File: src/rtl/serial_cmp_ctrl_if.sv
// Requester-side handshake bundle for serial_cmp_ctrl: start/operands in, busy/done/result out.
// Latency: none, plain wires grouped for port connection.
// Backpressure: none; the requester must watch busy/done before issuing another start.
// Ports (master = requester, slave = serial_cmp_ctrl):
//   start, a, b            requester -> controller
//   busy, done, lt, eq, gt, nslc   controller -> requester
interface serial_cmp_ctrl_if #(
    parameter int WIDTH = 8
);
    localparam int NW = $clog2(WIDTH / 2) + 1;

    logic             start;
    logic [WIDTH-1:0] a;
    logic [WIDTH-1:0] b;
    logic             busy;
    logic             done;
    logic             lt;
    logic             eq;
    logic             gt;
    logic [NW-1:0]    nslc;

    modport master (
        output start, a, b,
        input  busy, done, lt, eq, gt, nslc
    );

    modport slave (
        input  start, a, b,
        output busy, done, lt, eq, gt, nslc
    );
endinterface

File: src/rtl/serial_cmp_ctrl.sv
// Serial magnitude compare: walks 2-bit slices MSB-first through an external comparator, stops at the first unequal slice.
// Latency: k cycles from start edge to done (k = slices examined, 1..WIDTH/2); done lasts one cycle.
// Backpressure: start is only sampled in IDLE; held start yields one compare every k+2 cycles.
// Ports:
//   clk, rst_n            clock, asynchronous active-low reset
//   req (slave modport)   start/a/b in, busy/done/lt/eq/gt/nslc out
//   slc_a, slc_b          current operand slices to the comparator (00 outside RUN)
//   cmp_lt/eq/gt          combinational comparator response for the presented slices
module serial_cmp_ctrl #(
    parameter int WIDTH = 8
) (
    input  logic               clk,
    input  logic               rst_n,
    serial_cmp_ctrl_if.slave   req,
    output logic [1:0]         slc_a,
    output logic [1:0]         slc_b,
    input  logic               cmp_lt,
    input  logic               cmp_eq,
    input  logic               cmp_gt
);
    localparam int N  = WIDTH / 2;
    localparam int CW = $clog2(N) + 1;

    typedef enum logic [1:0] {
        IDLE = 2'd0,
        RUN  = 2'd1,
        DONE = 2'd2
    } state_t;

    state_t           state;
    logic [WIDTH-1:0] sa;
    logic [WIDTH-1:0] sb;
    logic [CW-1:0]    cnt;
    logic             busy_r;
    logic             done_r;
    logic             lt_r;
    logic             eq_r;
    logic             gt_r;
    logic [CW-1:0]    nslc_r;

    // lt is implied by "not equal and not greater", so the comparator's lt
    // output never enters the decision.
    logic unused_cmp_lt;
    assign unused_cmp_lt = cmp_lt;

    // Slices come straight off the shift registers; busy is high exactly in RUN.
    assign slc_a = busy_r ? sa[WIDTH-1 -: 2] : 2'b00;
    assign slc_b = busy_r ? sb[WIDTH-1 -: 2] : 2'b00;

    assign req.busy = busy_r;
    assign req.done = done_r;
    assign req.lt   = lt_r;
    assign req.eq   = eq_r;
    assign req.gt   = gt_r;
    assign req.nslc = nslc_r;

    always_ff @(posedge clk or negedge rst_n) begin
        if (!rst_n) begin
            state  <= IDLE;
            sa     <= '0;
            sb     <= '0;
            cnt    <= '0;
            busy_r <= 1'b0;
            done_r <= 1'b0;
            lt_r   <= 1'b0;
            eq_r   <= 1'b0;
            gt_r   <= 1'b0;
            nslc_r <= '0;
        end else begin
            case (state)
                IDLE: begin
                    done_r <= 1'b0;
                    if (req.start) begin
                        sa     <= req.a;
                        sb     <= req.b;
                        cnt    <= CW'(1);
                        lt_r   <= 1'b0;
                        eq_r   <= 1'b0;
                        gt_r   <= 1'b0;
                        nslc_r <= '0;
                        busy_r <= 1'b1;
                        state  <= RUN;
                    end
                end
                RUN: begin
                    if (!cmp_eq) begin
                        // First differing slice settles the whole compare.
                        gt_r   <= cmp_gt;
                        lt_r   <= ~cmp_gt;
                        eq_r   <= 1'b0;
                        nslc_r <= cnt;
                        busy_r <= 1'b0;
                        done_r <= 1'b1;
                        state  <= DONE;
                    end else if (cnt == CW'(N)) begin
                        gt_r   <= 1'b0;
                        lt_r   <= 1'b0;
                        eq_r   <= 1'b1;
                        nslc_r <= CW'(N);
                        busy_r <= 1'b0;
                        done_r <= 1'b1;
                        state  <= DONE;
                    end else begin
                        sa  <= sa << 2;
                        sb  <= sb << 2;
                        cnt <= cnt + CW'(1);
                    end
                end
                DONE: begin
                    done_r <= 1'b0;
                    state  <= IDLE;
                end
                default: begin
                    busy_r <= 1'b0;
                    done_r <= 1'b0;
                    state  <= IDLE;
                end
            endcase
        end
    end
endmodule

File: src/flat_wrapper.sv
// flat-port wrapper written by rule: the top's interface ports become plain ports
module serial_cmp_ctrl_flat 
#(
    parameter int WIDTH = 8
)
  (clk, rst_n, slc_a, slc_b, cmp_lt, cmp_eq, cmp_gt, req_start, req_a, req_b, req_busy, req_done, req_lt, req_eq, req_gt, req_nslc);
  serial_cmp_ctrl_if #(.WIDTH(WIDTH)) req_i ();
  input  logic clk;
  input  logic rst_n;
  output logic [1:0] slc_a;
  output logic [1:0] slc_b;
  input  logic cmp_lt;
  input  logic cmp_eq;
  input  logic cmp_gt;
  input wire logic [$bits(req_i.start)-1:0] req_start;
  input wire logic [$bits(req_i.a)-1:0] req_a;
  input wire logic [$bits(req_i.b)-1:0] req_b;
  output wire logic [$bits(req_i.busy)-1:0] req_busy;
  output wire logic [$bits(req_i.done)-1:0] req_done;
  output wire logic [$bits(req_i.lt)-1:0] req_lt;
  output wire logic [$bits(req_i.eq)-1:0] req_eq;
  output wire logic [$bits(req_i.gt)-1:0] req_gt;
  output wire logic [$bits(req_i.nslc)-1:0] req_nslc;
  assign req_i.start = req_start;
  assign req_i.a = req_a;
  assign req_i.b = req_b;
  assign req_busy = req_i.busy;
  assign req_done = req_i.done;
  assign req_lt = req_i.lt;
  assign req_eq = req_i.eq;
  assign req_gt = req_i.gt;
  assign req_nslc = req_i.nslc;
  serial_cmp_ctrl #(.WIDTH(WIDTH)) u_core (.clk(clk), .rst_n(rst_n), .req(req_i), .slc_a(slc_a), .slc_b(slc_b), .cmp_lt(cmp_lt), .cmp_eq(cmp_eq), .cmp_gt(cmp_gt));
endmodule
File: config.mk
export PLATFORM = sky130hd
export DESIGN_NAME = serial_cmp_ctrl_flat
export DESIGN_NICKNAME = d
export VERILOG_FILES = /design/src/rtl/serial_cmp_ctrl_if.sv /design/src/rtl/serial_cmp_ctrl.sv /design/src/flat_wrapper.sv
export SDC_FILE = /design/constraint.sdc
export NUM_CORES = 1
export LEC_CHECK = 0
export ABC_AREA = 1
export CORE_UTILIZATION = 45
export CTS_CLUSTER_DIAMETER = 80
export DETAILED_ROUTE_END_ITERATION = 16
export DONT_BUFFER_PORTS = 1
export SKIP_CTS_REPAIR_TIMING = 1
export SLEW_MARGIN = 20
export SYNTH_ARGS = -nofsm -noshare
export SYNTH_HDL_FRONTEND = slang
export SYNTH_SLANG_ARGS = --single-unit
export TNS_END_PERCENT = 100
File: constraint.sdc
create_clock -name clk -period 1.2 [get_ports clk]
set_input_delay 0.12 -clock clk [delete_from_list [all_inputs] [get_ports clk]]
set_output_delay 0.12 -clock clk [all_outputs]
set_load 0.05 [all_outputs]
# Word-level counts from Yosys, hierarchy flattened
# Cells that the tools add are included.
dict set report word_totals {
  reg_bits 29
  wordCells 62
}
dict set report classes {
  muxes 36
  n_reduce_logical 6
  n_eq_ne 7
  n_bitwise 2
  add_sub_neg 1
}
# op count
set op_table {}
lappend op_table {{$mux 8} 6}
lappend op_table {{$pmux 8 s2} 2}
lappend op_table {{$mux 3} 6}
lappend op_table {{$pmux 3 s2} 2}
lappend op_table {{$mux 1} 10}
lappend op_table {{$mux 2} 5}
lappend op_table {{$ne 2x2->1 const B} 3}
lappend op_table {{$pmux 1 s2} 3}
lappend op_table {{$reduce_and 3->1} 2}
lappend op_table {{$pmux 2 s2} 1}
lappend op_table {{$reduce_and 4->1} 1}
lappend op_table {{$add 3x1->3 const B} 1}
lappend op_table {{$eq 3x3->1 const B} 1}
lappend op_table {{$ne 3x2->1 const B} 1}
lappend op_table {{$pmux 1 s3} 1}
lappend op_table {{$eq 2x1->1 const B} 1}
lappend op_table {{$eq 2x2->1 const B} 1}
lappend op_table {{$logic_not 2->1} 1}
lappend op_table {{$not 1->1} 2}
lappend op_table {{$reduce_and 2->1} 1}
lappend op_table {{$reduce_bool 2->1} 1}

# Longest topological paths before layout
dict set report depth {
  word_depth 4
  mapped_depth 8
  depth_no_buf 8
}

# Least setup slack after synthesis
# Ideal clock, no wire load.
dict set report synth_timing {
  path_type {register to register}
  start {register u_core.cnt[0]}
  end {register u_core.sa[4]}
  setup_ns 0.065
  required_time_ns 1.135
  path_stages_with_launch 9
  arrival_time_ns 1.199
  path_buffers 1
  path_slack_ns -0.064
  synth_period_minus_slack_ns 1.264
  cell_sequence {dfrtp_1 inv_1 ha_1 nand2_2 nand2_1 o21ai_4 buf_6 nand2_1 nand2_1}
}
dict set report synth_between {
  elab_chain_cells 3
}
# element line
set synth_lines {}
lappend synth_lines {{start: declaration} serial_cmp_ctrl.sv:33} ;# logic [CW-1:0] cnt;
lappend synth_lines {{start signal: assignment} serial_cmp_ctrl.sv:106} ;# cnt <= cnt + CW'(1);
lappend synth_lines {{$eq 3x3->1} serial_cmp_ctrl.sv:95} ;# end else if (cnt == CW'(N)) begin
lappend synth_lines {{$ne 2x2->1 (no line)} -}
lappend synth_lines {{$reduce_and 4->1 (no line)} -}
lappend synth_lines {{end signal: assignment} serial_cmp_ctrl.sv:74} ;# sa <= req.a;
lappend synth_lines {{end signal: assignment} serial_cmp_ctrl.sv:104} ;# sa <= sa << 2;
lappend synth_lines {{end: declaration} serial_cmp_ctrl.sv:31} ;# logic [WIDTH-1:0] sa;
# Every way passes these cells.
# A chain may end at the register's enable or synchronous reset.

# Final worst setup path
dict set report layout_timing {
  start {register u_core.cnt[0]}
  end {register u_core.cnt[0]}
}
dict set report layout_between {
  elab_chain_cells 4
  elab_cells_between_ends 7
}
# element line
set layout_lines {}
lappend layout_lines {{$add 3x1->3} serial_cmp_ctrl.sv:106}
lappend layout_lines {{$mux 3} serial_cmp_ctrl.sv:95}
lappend layout_lines {{$mux 3} serial_cmp_ctrl.sv:86} ;# if (!cmp_eq) begin
lappend layout_lines {{$pmux 3 s2} serial_cmp_ctrl.sv:70} ;# case (state)
# Parallel ways exist; a longest one is shown, timed or not. The select of a mux whose other input is x is not followed.

==> flow_metrics.env <==
export IMPL_synth_seq_cells=29
export IMPL_grt_overflow_total=0
export IMPL_cts_buffers=5
export IMPL_drv_slew=0
export IMPL_nFillCells=266
export IMPL_outcome="complete, but fails checks"
export IMPL_start_kind="flop"
export IMPL_dp_cells=247
export IMPL_final_common_cell="nand2_1"
export IMPL_worstPathRequired_ns=1.46
export IMPL_grt_pass1_wl_um=4930
export IMPL_worstSetupEndpoint="u_core.cnt[0]"
export IMPL_synth_warnings=0
export IMPL_die_y_um=58.4
export IMPL_ir_drop_mv=1.09
export IMPL_antenna_found_initial=0
export IMPL_cts_tree="built"
export IMPL_power_density_nw_per_um2=2790
export IMPL_drv_cap=0
export IMPL_grt_pass1_vias=1142
export IMPL_postSynthAreaPerCell_um2=7.81
export IMPL_seqPwrFrac=0.314
export IMPL_diodes=0
export IMPL_synth_top_family_by_area="simple AND/OR/NAND/NOR gates"
export IMPL_final_cells=265
export IMPL_leakage_uw=0.00108
export IMPL_first_iter_violations=34
export IMPL_num_vias=1261
export IMPL_nets=244
export IMPL_synth_area_mux_share=0
export IMPL_period_needed_ns=1.27
export IMPL_dp_hpwl_um=2080
export IMPL_io_buffers=0
export IMPL_final_cell_mix="nand2_1 (77), dfrtp_1 (28), nand3_1 (24)"
export IMPL_startpoint="u_core.cnt[0]"
export IMPL_fmax_mhz=790
export IMPL_crit_type="reg -> reg"
export IMPL_cts_path_max_buffers=2
export IMPL_synth_fp_nets=207
export IMPL_setup_violations=14
export IMPL_synth_simple_area_share=0.370
export IMPL_fin_ws_ns=-0.0664
export IMPL_synth_seq_area_share=0.507
export IMPL_timing_rr_end="u_core.cnt[0]"
export IMPL_critPathMaxFanout=7
export IMPL_synthToLayoutAreaGrowth_pct=37.5
export IMPL_synthAdderAreaFrac=0.0175
export IMPL_synth_xor_area_share=0
export IMPL_drc=0
export IMPL_grt_usage=0.198
export IMPL_clk_pin_slew_ns=0.09
export IMPL_ioPinCount=34
export IMPL_end_kind="flop"
export IMPL_vias_per_cell=4.76
export IMPL_holdWs_ns=0.00576
export IMPL_cts_sinks=29
export IMPL_fp_coreArea_um2=3030
export IMPL_hold_viol=0
export IMPL_rsz0062_at_grt="true"
export IMPL_hold_class="in -> reg"
export IMPL_wl_per_cell_um=11.8
export IMPL_swShare=0.457
export IMPL_violations="setup timing"
export IMPL_ant_nets=0
export IMPL_clkPwrFrac=0.100
export IMPL_firstDrtPassIters=4
export IMPL_r2r_setup_slack_ns=-0.07
export IMPL_p_sw_uw=2510
export IMPL_rows=20
export IMPL_clockRootBuffer="clkbuf_4"
export IMPL_die_area_um2=3410
export IMPL_place_gp_congestion=0.734
export IMPL_tightest_slew_ns=0.218
export IMPL_htreeDepth=2
export IMPL_arrival_ns=1.53
export IMPL_yosysUniqueCellTypes=16
export IMPL_grt_max_degree=30
export IMPL_synth_compound_area_frac=0.0254
export IMPL_fin_skew_ns=0.00392
export IMPL_syn_inst=183
export IMPL_clkLatencyLatePin_ns=0.32
export IMPL_worstRegToRegCells=8
export IMPL_synth_area_um2=1430
export IMPL_layout_drive_gt1_share=0.308
export IMPL_period_share=1.06
export IMPL_r2r_start="u_core.cnt[0]"
export IMPL_power_frac_comb=0.586
export IMPL_dieWidth_um=58.4
export IMPL_wl_um=3140
export IMPL_initial_core_util=0.472
export IMPL_max_slew_margin=0.854
export IMPL_internal_power_uw=2980
==> critical path, stage by stage, from the launching register on <==
cell and delay [ns]:
dfrtp_1 0.36, inv_2 0.06, ha_4 0.16, nand2_4 0.07, nand2_4 0.06, o21ai_4 0.21
clkbuf_16 0.19, nand2_1 0.05, nand2_1 0.05
==> power groups by stage <==
| stage | Combinational, uW | Clock, uW | Sequential (uW) |
|---|---|---|---|
| floorplan | 1550 | 0 | 2070 |
| global placement | 2850 | 0 | 1690 |
| detailed placement | 2900 | 0 | 1720 |
| CTS | 2910 | 570 | 1700 |
| global route | 3540 | 611 | 1780 |
| finish | 3220 | 551 | 1720 |
==> cells in the mapped netlist <==
| library cell | number | area (um^2) |
|---|---|---|
| nand2_1 | 90 | 338 |
| dfrtp_1 | 29 | 726 |
| nand3_1 | 24 | 120 |
| inv_1 | 12 | 45.0 |
| buf_4 | 4 | 30.0 |
| nor2_1 | 4 | 15.0 |
| o21ai_0 | 4 | 20.0 |
| inv_2 | 3 | 11.3 |
| nand2_2 | 3 | 18.8 |
| buf_6 | 2 | 22.5 |
| ha_1 | 2 | 25.0 |
| nand3_2 | 2 | 20.0 |
| buf_2 | 1 | 5.00 |
| nand4_1 | 1 | 6.26 |
| nor2_4 | 1 | 11.3 |
| o21ai_4 | 1 | 16.3 |
==> flip-flops by register name (all words and copies together), names as in the netlist <==
name,count
u_core.req.lt,1
u_core.sb,8
u_core.req.nslc,3
u_core.req.done,1
u_core.req.gt,1
u_core.cnt,3
u_core.sa,8
u_core.state,2
u_core.req.eq,1
u_core.req.busy,1
==> metal layers <==
layer | routed length, um | part of all wire | vias to the layer above | global-route usage
li1 | - | - | 642 | -
met1 | 1380 | 0.44 | 583 | 0.245
met2 | 1540 | 0.49 | 28 | 0.322
met3 | 154 | 0.049 | 8 | 0.0681
met4 | 64 | 0.020 | 0 | 0.0714
met5 | 0 | 0 | - | 0
==> per-stage QoR <==
stage | setup TNS [ns] | setup WS (ns) | instance area, um^2 | total power (uW) | utilization
floorplan | 0 | 0.0117 | 1460 | 3620 | -
global placement | 0 | 0.0198 | 1730 | 4540 | 0.572
detailed placement | 0 | 0.00217 | 1730 | 4620 | 0.572
CTS | -0.149 | -0.0239 | 1780 | 5180 | 0.588
global route | -2.04 | -0.119 | 1970 | 5920 | 0.650
finish | -0.689 | -0.0664 | 1970 | 5490 | 0.650
==> worst min-delay path by stage <==
stage,from,to,slack (ns),cells past startpoint
after floorplan,rst_n,u_core.cnt[0],-0.18,0
after global placement,rst_n,u_core.req.gt,-0.17,0
after detailed placement,rst_n,u_core.req.gt,-0.17,0
after CTS,rst_n,u_core.sb[4],-0.53,0
after global routing,req_b[4],u_core.sb[4],0.008,4
final,req_b[4],u_core.sb[4],0.006,4
==> cell type report <==
cell class              instances  area (um^2)  share of cell area
clock buffers                   8         48.8              0.0248
inverters                      15         56.3              0.0286
multi-input cells             132          668               0.340
flip-flops and latches         29          727               0.370
well taps                      44         55.1              0.0280
repair buffers                 37          412               0.209
==> kinds of logic after synthesis <==
group | count (synthesis)
compound gates | 5
flops | 29
buf+inv | 22
simple gates | 125
fa+ha+maj | 2
No activity file was read; power rests on OpenSTA's default activity.
